### config.mk
export PLATFORM = sky130hd
export DESIGN_NAME = ram_fifo_ctrl
export DESIGN_NICKNAME = d
export VERILOG_FILES = /design/src/rtl/ram_fifo_ctrl.sv
export SDC_FILE = /design/constraint.sdc
export NUM_CORES = 1
export LEC_CHECK = 0
export BUFFER_PORTS_ARGS = -buffer_cell sky130_fd_sc_hd__buf_2
export CELL_PAD_IN_SITES_DETAIL_PLACEMENT = 1
export CELL_PAD_IN_SITES_GLOBAL_PLACEMENT = 1
export CORE_MARGIN = 2
export CORE_UTILIZATION = 42
export DETAILED_ROUTE_END_ITERATION = 7
export PLACE_DENSITY_LB_ADDON = 0.25
export SYNTH_ARGS = -nofsm -noshare
export SYNTH_HDL_FRONTEND = slang
export SYNTH_SLANG_ARGS = --single-unit
### constraint.sdc
create_clock -name clk -period 5.05 [get_ports clk]
set_input_delay 0.2525 -clock clk [delete_from_list [all_inputs] [get_ports clk]]
set_output_delay 0.2525 -clock clk [all_outputs]
set_load 0.005 [all_outputs]
### src/rtl/ram_fifo_ctrl.sv
// FIFO sequencer for a single-port 64x8 synchronous ram with a registered head.
// Optional sticky overflow flag err_ovf when STICKY_ERR_EN is defined.
module ram_fifo_ctrl #(
    parameter int DATA_W = 8,
    parameter int ADDR_W = 6
) (
    input  logic              clk,
    input  logic              rst_n,
    input  logic              wr_valid,
    input  logic [DATA_W-1:0] wr_data,
    output logic              wr_ready,
    output logic              rd_valid,
    output logic [DATA_W-1:0] rd_data,
    input  logic              rd_ready,
    output logic [ADDR_W:0]   count,
    output logic              full,
    output logic              empty,
    output logic [ADDR_W-1:0] ram_address,
    output logic [DATA_W-1:0] ram_data_in,
    output logic              ram_write_enable,
`ifdef STICKY_ERR_EN
    output logic              err_ovf,
`endif
    input  logic [DATA_W-1:0] ram_data_out
);

    localparam int DEPTH = 1 << ADDR_W;
    localparam logic [ADDR_W:0] DEPTH_V = (ADDR_W + 1)'(DEPTH);

    typedef enum logic { IDLE, RD_WAIT } state_t;
    typedef enum logic { G_WRITE, G_READ } grant_t;

    state_t            state;
    grant_t            last_grant;
    logic [ADDR_W-1:0] wr_ptr;
    logic [ADDR_W-1:0] rd_ptr;
    logic [ADDR_W:0]   ram_cnt;

    logic rd_valid_next;
    logic need_rd;
    logic need_wr;
    logic grant_rd;
    logic grant_wr;

    assign rd_valid_next = rd_valid && !rd_ready;
    assign need_rd = (state == IDLE) && !rd_valid_next && (ram_cnt != '0);
    assign need_wr = (state == IDLE) && wr_valid && !full;

    // Round-robin: on contention grant whichever op did not go last.
    assign grant_rd = rst_n && need_rd
                    && (!need_wr || last_grant == G_WRITE);
    assign grant_wr = rst_n && need_wr
                    && (!need_rd || last_grant == G_READ);

    assign wr_ready = rst_n && (state == IDLE) && !full
                    && (!need_rd || last_grant == G_READ);

    // The ram port is steered combinationally so a read address issued
    // in IDLE returns data during RD_WAIT, giving a 2-cycle refill.
    assign ram_write_enable = grant_wr;
    assign ram_address      = grant_wr ? wr_ptr : rd_ptr;
    assign ram_data_in      = grant_wr ? wr_data : '0;

    assign full  = (ram_cnt == DEPTH_V);
    assign count = ram_cnt + (ADDR_W + 1)'(rd_valid);
    assign empty = (count == '0);

    always_ff @(posedge clk or negedge rst_n) begin
        if (!rst_n) begin
            state      <= IDLE;
            last_grant <= G_WRITE;
            wr_ptr     <= '0;
            rd_ptr     <= '0;
            ram_cnt    <= '0;
            rd_valid   <= 1'b0;
            rd_data    <= '0;
        end else begin
            if (rd_valid && rd_ready) begin
                rd_valid <= 1'b0;
            end
            unique case (state)
                IDLE: begin
                    if (grant_wr) begin
                        wr_ptr     <= wr_ptr + ADDR_W'(1);
                        ram_cnt    <= ram_cnt + (ADDR_W + 1)'(1);
                        last_grant <= G_WRITE;
                    end else if (grant_rd) begin
                        state      <= RD_WAIT;
                        last_grant <= G_READ;
                    end
                end
                RD_WAIT: begin
                    rd_data  <= ram_data_out;
                    rd_valid <= 1'b1;
                    rd_ptr   <= rd_ptr + ADDR_W'(1);
                    ram_cnt  <= ram_cnt - (ADDR_W + 1)'(1);
                    state    <= IDLE;
                end
            endcase
        end
    end

`ifdef STICKY_ERR_EN
    always_ff @(posedge clk or negedge rst_n) begin
        if (!rst_n) begin
            err_ovf <= 1'b0;
        end else if (wr_valid && full) begin
            err_ovf <= 1'b1;
        end
    end
`endif

endmodule
==> metrics.md, run 1 <==
| Metric | Value |
|---|---|
| Routed wire per std cell | `around 16 um` |
| Skew final | `0.00720 ns` |
| Num Clock Sinks | `30` |
| Root Driver | `clkbuf_8` |
| Hold_buf cts | `0` |
| Routability cong. | `0.758` |
| Synth Instances | `146` |
| Routed via count | `roughly 1.3k` |
| Clock Latency Late Sink | `0.28 ns` |
| Post-CTS Setup Bufs | `0` |
| Crit Path Category | `reg -> out` |
| Count of pins over their slew limit | `0` |
| Status | `finished, final reports clean` |
| Max rail drop VDD | `around 310 uV` |
| Leak Pwr | `1.03 nW` |
| Clock Path Buffers | `2` |
| Hold_ws | `0.0223 ns` |
| First-pass DRT Iterations | `4` |
| Syn Nets | `176` |
| Yosys synthesis warning count | `0` |
| RSZ-0062 raised after global routing | `false` |
| Most frequent cells in the layout | `53 x buf_2, 30 x dfrtp_1, 16 x xnor2_1, 11 x mux2_2, 10 x mux2_1` |
| CTS clk-pin slew, worst paths | `around 0.07 ns` |
| I/O Buffers | `53` |
| Tcrit/Tclk final | `59.5%` |
| Crit start category | `flip-flop` |
| Worst Setup End Kind | `primary output` |
| Finished Layout Cells | `253` |
| FP Rows | `23` |
| Min-Delay Path Class | `in -> async` |
| CP Max Fanout | `23` |
| FF+latch count, synth | `30` |
| H-tree depth | `2` |
| CTS tree | `built` |
| Initial antenna violation count | `0` |
| Post-synth cell types | `37` |
| Worst rel slew slack | `32.6%` |
| Crit path time final | `3.00 ns` |
| Drt first-iter violations | `37` |
| First-pass GRT wire length | `~6.7 mm` |
| # IOs | `54` |
| Total Routing Usage GR | `~20%` |
| Area grow syn2layout | `23.4%` |
| Layout cell share with drive strength beyond 1 | `37.4%` |
| Remaining DRCs | `0` |
| Worst-Margin Slew | `about 1.0 ns` |
| Placed Instance Area | `2010 sq um` |
| Placed insts | `245` |
| Total Neg Setup Slack | `0 ns` |
| Initial Util | `43.2%` |
| CP required | `4.80 ns` |
| Die extent in y | `67.7 um` |
| Final ANT Viol Nets | `0` |
| Crit path DAT | `2.75 ns` |
| Pwr Density | `634 nW/um^2` |
| Fin. Hold Viols | `0` |
| Via density | `roughly 5.3` |
| Largest net degree at the start of global routing | `34` |
| Most common cell after layout, fill and taps aside | `buf_2` |
| F_max | `333 MHz` |
| Post-CTS Resized | `0` |
| Seq/Total Area, Yosys | `about 44%` |
| Dpl ws | `2.33 ns` |
| Max cap viols | `0` |
| Die ar. | `4580 sq um` |
| Number of fill cells | `approximately 450` |
| Routed WL | `around 4 mm` |
| Avg Inst Size Synth | `11.7 sq um` |
| Syn Std Cell Area | `1700 sq um` |
| R2r worst-path depth | `5` |
| Placed wire-length estimate | `3.16 mm` |
| Number of CTS-inserted buffers | `5` |
| Core Region | `3940 sq um` |
| Setup violators final | `0` |
| Final Cell Area | `roughly 2100 sq um` |
| Chip width | `67.7 um` |
| NumNets Final | `232` |
| Min setup slack post-route | `2.05 ns` |
| Diode count | `0` |
| Via count of the first global-routing pass | `between 1k and 1.5k` |
| Total gr overflow | `0` |
==> cells by family (layout without fill, tap and decap cells) <==
family / after synthesis / in the layout / share of synthesized area [%]
muxes: 22 / 22 / 14.5
AOI/OAI and AO/OA: 20 / 20 / 8.52
buffers and inverters: 9 / 66 / 2.28
adders and majority gates: 10 / 10 / 7.78
and+or+nand+nor: 34 / 34 / 12.1
xor gates and xnor gates: 21 / 21 / 10.8
DFF: 30 / 30 / 44.1
==> critical path: stages (launching register included) <==
cell and delay (ns):
dfrtp_1 0.46, or4_1 0.61, or3_4 0.40, a21oi_4 0.49, mux2_2 0.39, buf_2 0.12
==> cell usage after synthesis (all sizes together) <==
cell     count  area [sq um]
a211oi       3          22.5
ha           9           113
fa           1          20.0
nand2        4          15.0
dfrtp       30           751
a21oi        7          46.3
mux2        21           236
nor2         2          10.0
a21o         2          15.0
nor4         1          6.26
o41ai        1          16.3
nand2b       2          12.5
and3         2          12.5
a31oi        1          6.26
clkbuf       1          3.75
mux2i        1          10.0
or3          1          11.3
xnor2       16           140
inv          5          18.8
nand4b       1          8.76
buf          3          16.3
or4          2          15.0
and3b        1          8.76
a2111oi      1          8.76
o21bai       2          15.0
nor3         1          5.00
o21ai        3          15.0
and2         8          50.1
nand4        4          25.0
nand3        4          20.0
xor2         5          43.8
or2          1          6.26
==> area by class of cell <==
cell class | instances | area [sq um] | share of cell area [%]
Clock inverter | 1 | 5.00 | 0.238
Clock buffer | 7 | 86.3 | 4.10
Tap cell | 50 | 62.6 | 2.97
Timing Repair Buffer | 53 | 265 | 12.6
Sequential cell | 30 | 751 | 35.7
Multi-Input combinational cell | 107 | 915 | 43.5
Inverter | 5 | 18.8 | 0.892
==> worst paths after layout <==
check / start / end / slack, ns
worst max-delay path: ram_cnt[0] / ram_address[5] / 2.05
worst min-delay path: rst_n / rd_ptr[4] / 0.02
worst max register to register: ram_cnt[0] / ram_cnt[4] / 2.41
worst min register to register: rd_ptr[5] / rd_ptr[5] / 0.49
max in group asynchronous: rst_n / ram_cnt[2] / 4.58
min in group clk: ram_data_out[2] / rd_data[2] / 0.20
==> through the flow <==
stage	power (mW)	utilization [%]
after floorplan	0.902	-
after global placement	1.10	51.0
after detailed placement	1.14	51.0
after CTS	1.35	53.3
after global routing	1.45	53.3
final	1.33	53.3
==> power breakdown <==
group | switching [mW] | internal (mW) | leakage, nW
combinational | 0.284 | 0.344 | 0.617
sequential | 0.153 | 0.355 | 0.364
clock | 0.0865 | 0.110 | 0.0482
total | 0.524 | 0.809 | 1.03
==> flip-flops by register name, summed over array words and instances, names as in the netlist <==
| signal | count |
|---|---|
| rd_data | 8 |
| state | 1 |
| rd_valid | 1 |
| last_grant | 1 |
| wr_ptr | 6 |
| ram_cnt | 7 |
| rd_ptr | 6 |
==> routing by layer <==
layer | vias to the layer above | part of all wire [%] | GRT usage, %
met5 | - | 0 | 0
met4 | 0 | 1.7 | 8.67
met3 | 6 | 3.5 | 6.50
met2 | 29 | 54 | 36.4
met1 | 663 | 41 | 22.5
li1 | 631 | - | -
Note: power is estimated with default switching activity, not from simulation.
==> run 2, diff against run 1 <==
- CORE_UTILIZATION: 42 -> 35
- clock period: 5.05 -> 2.4 ns (I/O delays scaled with it)
==> run 2 against run 1 <==
  * Sequential share of layout area decreased by 3.7 points
  * Final area increased by 12%
  * Non-clock buffer count increased by 13
  * Final cell count increased by 12%
  * Wire length increased by 8.8%
  * Global-route usage decreased by 2.2 points
  * Largest cell class unchanged
  * Clock-buffer cell count decreased by 1
  * Die area increased by 19%
  * The flow now finishes with violations (negative setup slack)
  * Sequential power increased by 96%
  * Sequential cell count unchanged
==> metrics.md, run 2 (synthesized netlist as in run 1, its figures left out) <==
| Metric | Value |
|---|---|
| Number of CTS-inserted buffers | `5 (unchanged)` |
| Worst path slowest cell | `or4_4 (was or4_1)` |
| Root Driver | `clkbuf_8 (unchanged)` |
| Hold_ws | `0.0640 ns (was 0.0223 ns)` |
| Finished Layout Cells | `283 (was 253)` |
| CTS clk-pin slew, worst paths | `0.07 ns (about the same)` |
| Total gr overflow | `0 (unchanged)` |
| RSZ-0062 raised after global routing | `true (was false)` |
| Remaining DRCs | `0 (unchanged)` |
| CP required | `2.28 ns (was 4.80 ns)` |
| Max rail drop VDD | `643 uV (was 309 uV)` |
| Routed wire per std cell | `15.7 um (was 16.1 um)` |
| Leak Pwr | `1.14 nW (was 1.03 nW)` |
| Initial antenna violation count | `0 (unchanged)` |
| Dpl ws | `0.123 ns (was 2.33 ns)` |
| Via density | `4.93 (was 5.25)` |
| Slowest stage delay, CP | `0.55 ns (was 0.61 ns)` |
| Number of fill cells | `515 (was 452)` |
| Max cap viols | `0 (unchanged)` |
| CTS tree | `built (unchanged)` |
| Cells along the critical path | `or4_4 -> or3_4 -> a21oi_4 -> buf_12 -> mux2_1 -> buf_2 (was or4_1 -> or3_4 -> a21oi_4 -> mux2_2 -> buf_2)` |
| Largest reg by FF count | `rd_data (unchanged)` |
| Max reg flops | `8 (unchanged)` |
| Failing checks | `negative setup slack` |
| Top Registers | `rd_data x8, ram_cnt x7 (unchanged)` |
| Hold path depth | `2` |
| Area grow syn2layout | `37.8% (was 23.4%)` |
| Pwr Total | `3.26 mW (was 1.33 mW)` |
| Initial Util | `36.1% (was 43.2%)` |
| # IOs | `54 (unchanged)` |
| I/O Buffers | `53 (unchanged)` |
| Count of pins over their slew limit | `0 (unchanged)` |
| First-pass GRT wire length | `7.47 mm (was 6.67 mm)` |
| Crit start category | `flip-flop (unchanged)` |
| Most frequent cells in the layout | `51 x buf_2, 30 x dfrtp_1, 16 x xnor2_1, 11 x mux2_2, 10 x buf_4 (was 53 x buf_2, 30 x dfrtp_1, 16 x xnor2_1, 11 x mux2_2, 10 x mux2_1)` |
| Setup violators final | `7 (was 0)` |
| Clock Path Buffers | `2 (unchanged)` |
| Crit path DAT | `2.34 ns (was 2.75 ns)` |
| Min setup slack post-route | `-0.0592 ns (was 2.05 ns)` |
| Num Clock Sinks | `30 (unchanged)` |
| Via count of the first global-routing pass | `1498 (was 1363)` |
| First-pass DRT Iterations | `4 (unchanged)` |
| Worst-Margin Slew | `0.589 ns (was 1.01 ns)` |
| Layout cell share with drive strength beyond 1 | `44.4% (was 37.4%)` |
| Chip width | `73.8 um (was 67.7 um)` |
| Final ANT Viol Nets | `0 (unchanged)` |
| Clock Latency Late Sink | `0.29 ns (was 0.28 ns)` |
| Worst Setup End Kind | `primary output (unchanged)` |
| Tcrit/Tclk final | `102%` |
| CP Max Fanout | `8 (was 23)` |
| Largest net degree at the start of global routing | `33 (was 34)` |
| Min-Delay Path Class | `in -> reg (was in -> async)` |
| Status | `complete, but fails checks (was finished, final reports clean)` |
| FP Rows | `25 (was 23)` |
| F_max | `407 MHz` |
| Most common cell after layout, fill and taps aside | `buf_2 (unchanged)` |
| Placed wire-length estimate | `3.24 mm (was 3.16 mm)` |
| Routed via count | `1396 (was 1329)` |
| R2r worst-path depth | `7 (was 5)` |
| Placed insts | `270 (was 245)` |
| Routed WL | `4.44 mm (was 4.08 mm)` |
| Diode count | `0 (unchanged)` |
| H-tree depth | `2 (unchanged)` |
| NumNets Final | `245 (was 232)` |
| Total Neg Setup Slack | `-0.277 ns (was 0 ns)` |
| Fin. Hold Viols | `0 (unchanged)` |
| Pwr Density | `1390 nW/um^2 (was 634 nW/um^2)` |
| Core Region | `4720 sq um (was 3940 sq um)` |
| Die ar. | `5440 sq um (was 4580 sq um)` |
| Routability cong. | `0.812 (was 0.758)` |
| Worst rel slew slack | `60.5% (was 32.6%)` |
| Die extent in y | `73.8 um (was 67.7 um)` |
| Skew final | `0.00465 ns (was 0.00720 ns)` |
| Crit path time final | `2.46 ns` |
| Drt first-iter violations | `28 (was 37)` |
| Total Routing Usage GR | `18.4% (was 20.6%)` |
| Crit Path Category | `reg -> out (unchanged)` |
## run 2: path summary, 6_finish.rpt
path / start / end / slack, ns
max reg2reg: ram_cnt[0] / ram_cnt[1] / 0.12
max in group asynchronous: rst_n / rd_ptr[4] / 1.70
min: ram_data_out[1] / rd_data[1] / 0.06
min in group asynchronous: rst_n / state / 0.40
max: ram_cnt[0] / ram_address[4] / -0.06
min reg2reg: rd_ptr[5] / rd_ptr[5] / 0.49
## run 2: per-stage QoR
step | instance area (sq um) | utilization (%)
3_5_place_dp | 2110 | 44.6
4_1_cts | 2330 | 49.3
5_1_grt | 2350 | 49.7
3_3_place_gp | 2110 | 44.6
2_1_floorplan | 1700 | -
6_report | 2350 | 49.7
## run 2: what timing repair did
action                                  CTS  global route
hold endpoints to repair                 30             0
buffers inserted                          2             1
resized for setup                         7             6
cloned                                    1             0
pin swaps                                 0             1
endpoints found under the setup margin    7            20
hold buffers                              1             0
## run 2: metal layers
layer	global-route usage [%]	vias to the layer above	wire [um]
met2	32.2	31	2380
met3	4.12	8	148
li1	-	657	-
met4	6.87	0	87
met5	0	-	0
met1	21.9	700	1830
## run 2: cell type report
cell class	count	area (sq um)	area share (%)
Clock buffer	6	82.6	3.52
Clock inverter	2	60.1	2.56
Inverter	5	18.8	0.799
Multi-Input combinational cell	107	942	40.1
Timing Repair Buffer	66	410	17.5
Sequential cell	30	751	32.0
Tap cell	67	83.8	3.57
## run 2: report_power, final
part / switching, mW / leakage (nW) / internal, mW / total [mW]
combinational: 0.733 / 0.701 / 0.886 / 1.62
clock: 0.202 / 0.0714 / 0.443 / 0.645
sequential: 0.251 / 0.364 / 0.749 / 1.00
## run 2: worst max-delay path: cells and delay by family, from the launching register on
kind | cells | cell delay (ns)
muxes | 1 | 0.32
AOI/OAI and AO/OA | 1 | 0.17
buffers and inverters | 2 | 0.27
DFF | 1 | 0.38
and+or+nand+nor | 2 | 0.91
==> run 3, diff against run 2 <==
- ABC_CLOCK_PERIOD_IN_PS: default -> 2400
- CELL_PAD_IN_SITES_DETAIL_PLACEMENT: 1 -> 0
- CELL_PAD_IN_SITES_GLOBAL_PLACEMENT: 1 -> 2
- CORE_UTILIZATION: 35 -> 29
==> run 3 against run 2 <==
  * The run still ends with negative setup slack left
  * Maximum frequency decreased by 0.46%
  * Power decreased by 8.8%
  * Clock-buffer cell count stayed put
  * Die area is 20% higher
  * Final area shrank 0.91%
  * Critical path depth stayed put
  * Critical path type unchanged
  * Largest power group unchanged
  * Combinational power is 4% lower
  * Largest cell class unchanged
  * Sequential share of layout area rose by 0.29 points
==> metrics.md, run 3 (synthesized netlist as in run 1, its figures left out) <==
| Metric | Value |
|---|---|
| Min setup slack post-route | `-0.0705 ns (was -0.0592 ns)` |
| Status | `complete, but fails checks (unchanged)` |
| Initial antenna violation count | `0 (unchanged)` |
| RSZ-0062 raised after global routing | `true (unchanged)` |
| P_sw | `1.13 mW (was 1.19 mW)` |
| First-pass GRT wire length | `6.73 mm (was 7.47 mm)` |
| Total Routing Usage GR | `13.5% (was 18.4%)` |
| Placed wire-length estimate | `2.95 mm (was 3.24 mm)` |
| CTS clk-pin slew, worst paths | `0.07 ns (about the same)` |
| Die ar. | `6510 sq um (was 5440 sq um)` |
| Die extent in y | `80.7 um (was 73.8 um)` |
| Sw frac | `37.9% (was 36.4%)` |
| Via count of the first global-routing pass | `1430 (was 1498)` |
| NumNets Final | `247 (was 245)` |
| Area grow syn2layout | `36.6% (was 37.8%)` |
| Max cap viols | `0 (unchanged)` |
| Most frequent cells in the layout | `51 x buf_2, 30 x dfrtp_1, 16 x xnor2_1, 12 x buf_4, 10 x mux2_2 (was 51 x buf_2, 30 x dfrtp_1, 16 x xnor2_1, 11 x mux2_2, 10 x buf_4)` |
| Min-Delay Path Class | `in -> reg (unchanged)` |
| Top Registers | `rd_data x8, ram_cnt x7 (unchanged)` |
| Worst path slowest cell | `or4_4 (unchanged)` |
| Failing checks | `negative setup slack (unchanged)` |
| Max reg flops | `8 (unchanged)` |
| Clock Path Buffers | `2 (unchanged)` |
| Clock power frac | `14.1% (was 19.8%)` |
| Routed via count | `1357 (was 1396)` |
| Skew final | `0.00648 ns (was 0.00465 ns)` |
| Crit Path Category | `reg -> out (unchanged)` |
| P_int | `1.85 mW (was 2.08 mW)` |
| Leak Pwr | `1.13 nW (was 1.14 nW)` |
| Drt first-iter violations | `18 (was 28)` |
| Hold_ws | `0.0661 ns (was 0.0640 ns)` |
| Worst rel slew slack | `63.0% (was 60.5%)` |
| Initial Util | `30.6% (was 36.1%)` |
| Num Clock Sinks | `30 (unchanged)` |
| CP required | `2.28 ns (about the same)` |
| Count of pins over their slew limit | `0 (unchanged)` |
| Sequential power share | `33.6% (was 30.6%)` |
| Placed insts | `275 (was 270)` |
| F_max | `405 MHz (was 407 MHz)` |
| Final core occ | `41.8% (was 49.7%)` |
| Finished Layout Cells | `290 (was 283)` |
| # IOs | `54 (unchanged)` |
| Largest net degree at the start of global routing | `33 (unchanged)` |
| Total Neg Setup Slack | `-0.346 ns (was -0.277 ns)` |
| Remaining DRCs | `0 (unchanged)` |
| Tcrit/Tclk final | `103% (was 102%)` |
| Diode count | `0 (unchanged)` |
| Max rail drop VDD | `633 uV (was 643 uV)` |
| Worst-Margin Slew | `0.551 ns (was 0.589 ns)` |
| Cells along the critical path | `or4_4 -> or3_4 -> a21oi_4 -> buf_12 -> mux2_1 -> buf_2 (unchanged)` |
| CTS tree | `built (unchanged)` |
| Root Driver | `clkbuf_8 (unchanged)` |
| Most common cell after layout, fill and taps aside | `buf_2 (unchanged)` |
| Power share of the combinational group | `52.3% (was 49.6%)` |
| Layout cell share with drive strength beyond 1 | `43.1% (was 44.4%)` |
| Fin. Hold Viols | `0 (unchanged)` |
| Crit start category | `flip-flop (unchanged)` |
| Chip width | `80.7 um (was 73.8 um)` |
| Routed WL | `3.92 mm (was 4.44 mm)` |
| Pwr Density | `1280 nW/um^2 (was 1390 nW/um^2)` |
| I/O Buffers | `53 (unchanged)` |
| Slowest stage delay, CP | `0.54 ns (was 0.55 ns)` |
| Core Region | `5570 sq um (was 4720 sq um)` |
| Clock Latency Late Sink | `0.28 ns (was 0.29 ns)` |
| Crit path DAT | `2.35 ns (was 2.34 ns)` |
| Routability cong. | `0.804 (was 0.812)` |
| Via density | `4.68 (was 4.93)` |
| Number of CTS-inserted buffers | `5 (unchanged)` |
| H-tree depth | `2 (unchanged)` |
| Routed wire per std cell | `13.5 um (was 15.7 um)` |
| Worst Setup End Kind | `primary output (unchanged)` |
| CP Max Fanout | `7 (was 8)` |
| Setup violators final | `6 (was 7)` |
| Crit path time final | `2.47 ns (was 2.46 ns)` |
| Largest reg by FF count | `rd_data (unchanged)` |
| Final ANT Viol Nets | `0 (unchanged)` |
| Total gr overflow | `0 (unchanged)` |
| First-pass DRT Iterations | `3 (was 4)` |
| FP Rows | `27 (was 25)` |
==> run 3: layout make-up <==
| type | count | area [sq um] |
|---|---|---|
| Fill cell | 549 | 3250 |
| Multi-Input combinational cell | 107 | 947 |
| Sequential cell | 30 | 751 |
| Timing Repair Buffer | 68 | 425 |
| Tap cell | 72 | 90.1 |
| Clock buffer | 6 | 82.6 |
| Inverter | 5 | 18.8 |
| Clock inverter | 2 | 12.5 |
==> run 3: worst max-delay path, delay by kind of cell, from the launching register on <==
kind | cells | cell delay [ns]
flops | 1 | 0.38
simple gates | 2 | 0.92
mux | 1 | 0.31
compound gates | 1 | 0.19
buf+inv | 2 | 0.28
==> run 3: path summary, 6_finish.rpt <==
| path | startpoint | cells after the start | to | slack [ns] |
|---|---|---|---|---|
| setup / recovery | ram_cnt[0] | 6 | ram_address[0] | -0.07 |
| hold / removal | ram_data_out[6] | 2 | rd_data[6] | 0.07 |
| setup reg to reg | ram_cnt[0] | 7 | ram_cnt[4] | 0.17 |
| hold reg to reg | rd_ptr[5] | 1 | rd_ptr[5] | 0.46 |
| max in group asynchronous | rst_n | 3 | ram_cnt[4] | 1.69 |
| min in group asynchronous | rst_n | 3 | rd_data[6] | 0.42 |
==> run 3: what timing repair did <==
item	4_1_cts	5_1_grt
endpoints found under the hold margin	30	0
pin swaps	1	1
endpoints found under the setup margin	7	20
buffers inserted	4	1
gates cloned	1	0
gates resized for setup	3	7
hold buffers	1	0
==> run 3: per-layer routing <==
layer	global-route usage, %	vias to the layer above	routed length, um
met2	23.6	29	2070
met5	0	-	0
met1	15.7	659	1640
met3	3.60	8	139
met4	5.08	0	74
li1	-	661	-
==> run 3: power groups by stage <==
stage / sequential [mW] / combinational, mW / clock, mW
after global placement: 0.987 / 1.43 / 0
after detailed placement: 0.996 / 1.46 / 0
after global routing: 1.04 / 1.75 / 0.460
final: 1.00 / 1.56 / 0.419
after CTS: 1.00 / 1.55 / 0.431
after floorplan: 0.971 / 0.926 / 0
==> run 3: through the flow <==
step	setup WS, ns	cell area (sq um)	power [mW]
after global routing	-0.143	2330	3.25
after CTS	-0.116	2300	2.98
after global placement	0.144	2110	2.42
final	-0.0705	2330	2.98
after detailed placement	0.109	2110	2.46
after floorplan	0.215	1700	1.90
